$ cat src/rtl/gray_counter_bank.sv
// Bank of NUM_CH up/down counters, stored in binary and readable/writable in
// Gray or binary. One packed response per command through a single-entry buffer.
module gray_counter_bank #(
  parameter int WIDTH    = 4,
  parameter int NUM_CH   = 4,
  parameter int SATURATE = 0,
  localparam int CH_BITS = (NUM_CH > 1) ? $clog2(NUM_CH) : 1,
  localparam int REQ_W   = 3 + CH_BITS + WIDTH,
  localparam int IND_W   = 2 + REQ_W
) (
  input  logic             CLK,
  input  logic             RST,
  input  logic             request_enq__ENA,
  input  logic [REQ_W-1:0] request_enq_v,
  output logic             request_enq__RDY,
  output logic             indication_enq__ENA,
  output logic [IND_W-1:0] indication_enq_v,
  input  logic             indication_enq__RDY
);

  typedef enum logic [2:0] {
    OP_INCR   = 3'd0,
    OP_DECR   = 3'd1,
    OP_RDGRAY = 3'd2,
    OP_WRGRAY = 3'd3,
    OP_RDBIN  = 3'd4,
    OP_WRBIN  = 3'd5,
    OP_CLRALL = 3'd6,
    OP_RSVD   = 3'd7
  } op_e;

  typedef enum logic [1:0] {
    ST_OK        = 2'd0,
    ST_WRAPPED   = 2'd1,
    ST_SATURATED = 2'd2,
    ST_ERROR     = 2'd3
  } status_e;

  typedef struct packed {
    status_e              status;
    op_e                  op;
    logic [CH_BITS-1:0]   ch;
    logic [WIDTH-1:0]     data;
  } resp_t;

  localparam logic [CH_BITS:0] NUM_CH_V = (CH_BITS + 1)'(NUM_CH);

  function automatic logic [WIDTH-1:0] bin2gray(input logic [WIDTH-1:0] b);
    return b ^ (b >> 1);
  endfunction

  function automatic logic [WIDTH-1:0] gray2bin(input logic [WIDTH-1:0] g);
    logic [WIDTH-1:0] b;
    b[WIDTH-1] = g[WIDTH-1];
    for (int i = WIDTH - 2; i >= 0; i--) begin
      b[i] = b[i+1] ^ g[i];
    end
    return b;
  endfunction

  logic [WIDTH-1:0]   cnt_q [NUM_CH];
  logic [WIDTH-1:0]   cnt_d [NUM_CH];
  logic               resp_valid_q, resp_valid_d;
  resp_t              resp_q, resp_d;

  op_e                req_op;
  logic [CH_BITS-1:0] req_ch;
  logic [WIDTH-1:0]   req_data;
  logic               ch_ok;
  logic [CH_BITS-1:0] ch_idx;
  logic [WIDTH-1:0]   cur, cur_inc, cur_dec;
  logic               accept, drain;

  assign req_op   = op_e'(request_enq_v[REQ_W-1 -: 3]);
  assign req_ch   = request_enq_v[WIDTH +: CH_BITS];
  assign req_data = request_enq_v[WIDTH-1:0];

  // Out-of-range channels are steered to index 0 so the read mux never
  // leaves the array; such commands are turned into ERROR below anyway.
  assign ch_ok   = {1'b0, req_ch} < NUM_CH_V;
  assign ch_idx  = ch_ok ? req_ch : '0;
  assign cur     = cnt_q[ch_idx];
  assign cur_inc = cur + WIDTH'(1);
  assign cur_dec = cur - WIDTH'(1);

  assign request_enq__RDY    = !resp_valid_q || indication_enq__RDY;
  assign indication_enq__ENA = resp_valid_q && indication_enq__RDY;
  assign indication_enq_v    = resp_q;
  assign accept              = request_enq__ENA && request_enq__RDY;
  assign drain               = resp_valid_q && indication_enq__RDY;

  // NOTE: every signal driven here gets a default first, so no path can
  // leave one unassigned and infer a latch.
  always_comb begin
    cnt_d        = cnt_q;
    resp_d       = resp_q;
    resp_valid_d = resp_valid_q && !drain;

    if (accept) begin
      resp_valid_d  = 1'b1;
      resp_d.status = ST_OK;
      resp_d.op     = req_op;
      resp_d.ch     = req_ch;
      resp_d.data   = '0;

      if (!ch_ok && req_op != OP_CLRALL) begin
        resp_d.status = ST_ERROR;
      end else begin
        case (req_op)
          OP_INCR: begin
            if (cur == '1) begin
              if (SATURATE != 0) begin
                resp_d.status = ST_SATURATED;
                resp_d.data   = bin2gray(cur);
              end else begin
                resp_d.status = ST_WRAPPED;
                cnt_d[ch_idx] = '0;
              end
            end else begin
              cnt_d[ch_idx] = cur_inc;
              resp_d.data   = bin2gray(cur_inc);
            end
          end
          OP_DECR: begin
            if (cur == '0) begin
              if (SATURATE != 0) begin
                resp_d.status = ST_SATURATED;
              end else begin
                resp_d.status = ST_WRAPPED;
                cnt_d[ch_idx] = '1;
                resp_d.data   = bin2gray('1);
              end
            end else begin
              cnt_d[ch_idx] = cur_dec;
              resp_d.data   = bin2gray(cur_dec);
            end
          end
          OP_RDGRAY: resp_d.data = bin2gray(cur);
          OP_WRGRAY: begin
            cnt_d[ch_idx] = gray2bin(req_data);
            resp_d.data   = req_data;
          end
          OP_RDBIN:  resp_d.data = cur;
          OP_WRBIN: begin
            cnt_d[ch_idx] = req_data;
            resp_d.data   = req_data;
          end
          OP_CLRALL: begin
            for (int i = 0; i < NUM_CH; i++) cnt_d[i] = '0;
          end
          default:   resp_d.status = ST_ERROR;
        endcase
      end
    end
  end

  // NOTE: the counter array is a handful of flops rather than a RAM, so it
  // is reset like any other register; non-blocking updates keep every
  // register sampling the same pre-edge values.
  always_ff @(posedge CLK or posedge RST) begin
    if (RST) begin
      for (int i = 0; i < NUM_CH; i++) cnt_q[i] <= '0;
      resp_valid_q <= 1'b0;
      resp_q       <= '0;
    end else begin
      cnt_q        <= cnt_d;
      resp_valid_q <= resp_valid_d;
      resp_q       <= resp_d;
    end
  end

endmodule

$ cat config.mk
export PLATFORM = sky130hd
export DESIGN_NAME = gray_counter_bank
export DESIGN_NICKNAME = d
export VERILOG_FILES = /design/src/rtl/gray_counter_bank.sv
export SDC_FILE = /design/constraint.sdc
export NUM_CORES = 1
export LEC_CHECK = 0
export ABC_AREA = 0
export CAP_MARGIN = 20
export CORE_MARGIN = 2
export CORE_UTILIZATION = 61
export DETAILED_ROUTE_END_ITERATION = 10
export GPL_TIMING_DRIVEN = 0
export PLACE_DENSITY = 0.85
export SYNTH_ARGS = -nofsm -noshare
export SYNTH_HDL_FRONTEND = slang
export SYNTH_SLANG_ARGS = --single-unit
$ cat constraint.sdc
create_clock -name CLK -period 7.5 [get_ports CLK]
set_input_delay 1.125 -clock CLK [delete_from_list [all_inputs] [get_ports CLK]]
set_output_delay 1.125 -clock CLK [all_outputs]
set_load 0.01 [all_outputs]
# Word-level counts from Yosys, hierarchy flattened
# Index checks and enable logic that the tools add are counted.
# totals
regBits	28
input_bits	13
output_inout_bits	13
elab_cells	62
# classes
add_sub_neg	2
n_lt_le_gt_ge	2
eq_ne	7
mux	19
bitwise_logic	10
n_reduce_logical	13
# op_table
cell	count
$pmux 16 s5	1
$bwmux 16	4
$mux 16	2
$mux 4	5
$pmux 4 s5	1
$and 16x16->16	1
$not 16->16	1
$or 16x16->16	1
$xor 4x3->4	3
$eq 3x3->1 const B	3
$bmux 4 s2	1
$demux 4 s2	1
$eq 3x2->1 const B	2
$pmux 2 s3	1
$reduce_bool 5->1	1
$reduce_or 5->1	1
$add 4x1->4 const B	1
$eq 4x4->1 const B	1
$logic_and 1x1->1	4
$logic_not 4->1	1
$sub 4x1->4 const B	1
$eq 3x1->1 const B	1
$ge 3x3->1 const B	1
$logic_not 3->1	1
8 further kinds	13

# Logic depth before layout (Yosys ltp)
# logic_depth
depth_word	9
ltp_mapped	11
depth_no_buf	9

# Worst setup path after synthesis
# OpenSTA, ideal clock, no wires.
# synth_path
path_type	input to register
from	input port request_enq_v[5]
to	register resp_q (netlist bit indication_enq_v[2])
setup_ns	0.125
arrival_ns	3.300
t_required_ns	7.375
path_slack_ns	4.075
path_stages	11
n_path_buf	2
path_cell_list	buf_2 > clkbuf_1 > mux4_2 > inv_1 > ha_1 > nand2b_1 > o221a_2 > xnor3_1 > nor2_1 > a311o_1 > mux2_4
# synth_between
elab_chain_cells	8
elab_cells_between_ends	14
cone_classes	2 x add/sub; 1 x eq/ne; 6 x mux; 4 x bitwise; 1 x reduce/logical
# synth_lines
item	line	rtl
from (decl)	14	input logic [REQ_W-1:0] request_enq_v,
$not 2->3 (implied by the code) (*)	82	assign cur = cnt_q[ch_idx];
$bmux 4 s2 (*)	82	
$mux 4 (implied by the code) (*) (2 in a row)	82	
$sub 4x1->4 / $add 4x1->4 (equally long branches)	84, 83	
$xor 4x3->4	49	return b ^ (b >> 1);
$mux 4 (on tied branches)	125, 111	
$pmux 4 s5 (*)	109	case (req_op)
to (signal assigned)	168	resp_q <= resp_d;
to (decl)	64	resp_t resp_q, resp_d;
# Every way passes the cells marked *; elsewhere a longest branch is shown, timed or not. The select of a mux whose other input is x is not followed.
# A chain may end at the register's enable or synchronous reset.

# Final worst setup path
# Same ends and word-level chain as after synthesis.

==> flow_metrics.env <==
export IMPL_gp_congestion=1.02
export IMPL_synth_seq_area_share_pct=29.5
export IMPL_grt_first_pass_wirelength_mm=11.5
export IMPL_ys_async_sr_fraction_pct=100
export IMPL_hold_class="reg -> reg"
export IMPL_min_period_over_period_pct=47.5
export IMPL_p_leak_nw=1.12
export IMPL_ys_seq_elements=28
export IMPL_fp_dieW_um=66.4
export IMPL_hpwl_mm=5.24
export IMPL_numPortBuffers=20
export IMPL_cp_start_kind="input port"
export IMPL_syn_cell_area_um2=2380
export IMPL_outcome="completed"
export IMPL_crit_arrival_ps=3740
export IMPL_hold_slack_ps=496
export IMPL_area_delta_synth_final_pct=15.1
export IMPL_n_antenna_cell=0
export IMPL_nets=341
export IMPL_post_cts_buffers=0
export IMPL_cts_sinks=28
export IMPL_finalHoldViolCount=0
export IMPL_cts_hold_fix_buffers=0
export IMPL_crit_buf_inv=3
export IMPL_core_area_um2=3720
export IMPL_grt_setup_unrepaired="false"
export IMPL_wl_per_cell_um=19.4
export IMPL_path_max_fanout=10
export IMPL_dr_pass1_iters=5
export IMPL_drv_cap=0
export IMPL_via_count=2441
export IMPL_antenna_found_initial=0
export IMPL_grt_pass1_vias=2308
export IMPL_path_clk_slew_ps=100
export IMPL_peakVddDrop_mv=0.119
export IMPL_synth_avg_cell_area_um2=8.08
export IMPL_routed_via_density=6.65
export IMPL_most_common_layout_cells="nand2_1 (40), dfrtp_1 (28), a21oi_1 (26), o21ai_0 (25), nor2_1 (23)"
export IMPL_fin_crit_ps=3560
export IMPL_insertion_delay_ps=280
export IMPL_n_fill_cell=301
export IMPL_drt_iter0_drc=284
export IMPL_worstSetupPathType="in -> reg"
export IMPL_clock_root_buffer="clkbuf_8"
export IMPL_synth_ff_type="dfrtp_1"
export IMPL_grt_total_usage_pct=35.3
export IMPL_wl_mm=7.11
export IMPL_critPathTopFamily="buffers and inverters"
export IMPL_postCtsResizedCells=0
export IMPL_cts_buffers=3
export IMPL_finalSetupViolCount=0
export IMPL_worstSetupEndpointType="flop"
export IMPL_final_common_cell="nand2_1"
export IMPL_cpPeakStageDelay_ps=480
export IMPL_crit_chain="buf_2 -> clkbuf_1 -> mux4_2 -> inv_1 -> ha_1 -> nand2b_1 -> o221a_2 -> xnor3_1 -> nor2_1 -> a311o_1 -> mux2_4"
export IMPL_power_density_nw_per_um2=238
export IMPL_tightest_slew_ps=1090
export IMPL_p_total_mw=0.650
export IMPL_cts_max_level=1
export IMPL_postRouteAntennaNets=0
export IMPL_cpMaxStageDelayCell="mux4_2"
export IMPL_finalMaxSlewViolations=0
export IMPL_clock_path_buffers=2
export IMPL_slew_headroom_pct=27.2
export IMPL_drive_above_1_share_pct=7.21
export IMPL_fp_row_count=22
export IMPL_ys_types=51
export IMPL_synth_warnings=0
export IMPL_drc=0
export IMPL_cts_tree="yes"
export IMPL_fmax_ghz=0.281
export IMPL_die_h_um=66.4
export IMPL_grt_max_degree=29
export IMPL_initial_core_util_pct=63.9
export IMPL_syn_nets=315
export IMPL_fin_skew_ps=2.28
export IMPL_setup_tns_ps=0
export IMPL_overflow=0
export IMPL_critPathRequiredTime_ps=7680
export IMPL_io_pins=26
export IMPL_die_area_um2=4410
export IMPL_synthCells=294
export IMPL_synth_edff_count=0
==> layout make-up <==
type	count	area (µm²)	area share, %
repair buffers	21	228	8.33
flip-flops and latches	28	701	25.6
plain buffers	20	91.3	3.34
clock buffers	3	41.3	1.51
clock inverters	1	30.0	1.10
inverters	10	37.5	1.37
multi-input cells	236	1550	56.5
well taps	48	60.1	2.20
==> Yosys cell counts, types with 2 or more instances <==
library cell	instances	share of area (%)
a311oi_1	3	1.1
a211oi_1	3	0.95
o311ai_0	3	1.1
o211ai_1	3	0.95
ha_1	8	4.2
and2_1	6	1.6
nand2b_1	5	1.3
nand2_1	40	6.3
nor2_1	23	3.6
nor3_1	4	0.84
inv_1	10	1.6
mux2_2	3	1.4
nor2b_1	8	2.1
clkbuf_1	16	2.5
a221o_1	3	1.3
dfrtp_1	28	29
a221oi_1	5	1.8
a22o_1	3	1.1
a21oi_1	26	5.5
o31ai_1	3	0.95
or2_2	3	0.79
o22ai_1	2	0.53
o21ai_0	25	5.3
mux2i_1	6	2.5
mux4_2	4	3.8
nand3_1	12	2.5
xnor2_1	7	2.6
nor3b_1	2	0.63
xor2_1	5	1.8
a31oi_1	3	0.79
buf_6	2	0.95
==> path summary, 6_finish.rpt <==
check	from	endpoint	slack, ps	cells past startpoint
max	request_enq_v[5]	indication_enq_v[2]$_DFFE_PP0P_	3940	11
min	indication_enq_v[7]$_DFFE_PP0P_	indication_enq_v[7]$_DFFE_PP0P_	500	2
max reg2reg	flop	indication_enq_v[2]$_DFFE_PP0P_	4880	10
min reg2reg	indication_enq_v[7]$_DFFE_PP0P_	indication_enq_v[7]$_DFFE_PP0P_	500	2
max in group asynchronous	RST	async pin	5940	3
min in group asynchronous	RST	indication_enq_v[10]$_DFFE_PP0P_	1120	2
==> through the flow <==
step	utilization, %	std cells	cell area, µm²	setup slack, ps
final	73.6	367	2740	3940
after global routing	73.6	367	2740	3830
after CTS	72.9	366	2710	3980
after detailed placement	70.9	362	2640	3730
after global placement	70.9	362	2640	3750
after floorplan	-	294	2380	4070
==> logic make-up (layout without fill, tap and decap cells) <==
group	count (synthesis)	after routing	synth area share [%]
AND/OR/NAND/NOR	108	108	21.3
AO/OA/AOI/OAI	92	92	25.1
buffers and inverters	30	55	5.42
flip-flops	28	28	29.5
XOR/XNOR	14	14	6.06
multiplexers	14	14	8.37
adder cells (fa/ha/maj)	8	8	4.21
==> layer usage <==
layer / GRT usage (%) / vias up / routed length [µm]
met4: 17.6 / 0 / 289
met3: 3.07 / 26 / 689
met5: 0 / - / 0
met2: 55.4 / 154 / 3150
met1: 48.5 / 1149 / 2990
li1: - / 1112 / -
==> power breakdown <==
| part | total [mW] | internal, mW | switching [mW] |
|---|---|---|---|
| logic | 0.321 | 0.143 | 0.178 |
| clock network | 0.123 | 0.0716 | 0.0516 |
| registers | 0.205 | 0.185 | 0.0206 |
| total | 0.650 | 0.399 | 0.251 |
==> worst reg2reg max path: cells and delay by family (launching register included) <==
| family | cells | cell delay, ps |
|---|---|---|
| buffers and inverters | 2 | 290 |
| AOI/OAI and AO/OA | 2 | 560 |
| xor gates and xnor gates | 1 | 210 |
| DFF | 1 | 400 |
| and+or+nand+nor | 2 | 130 |
| muxes | 2 | 730 |
| adders and majority gates | 1 | 210 |
Note: power is estimated with default switching activity, not from simulation.
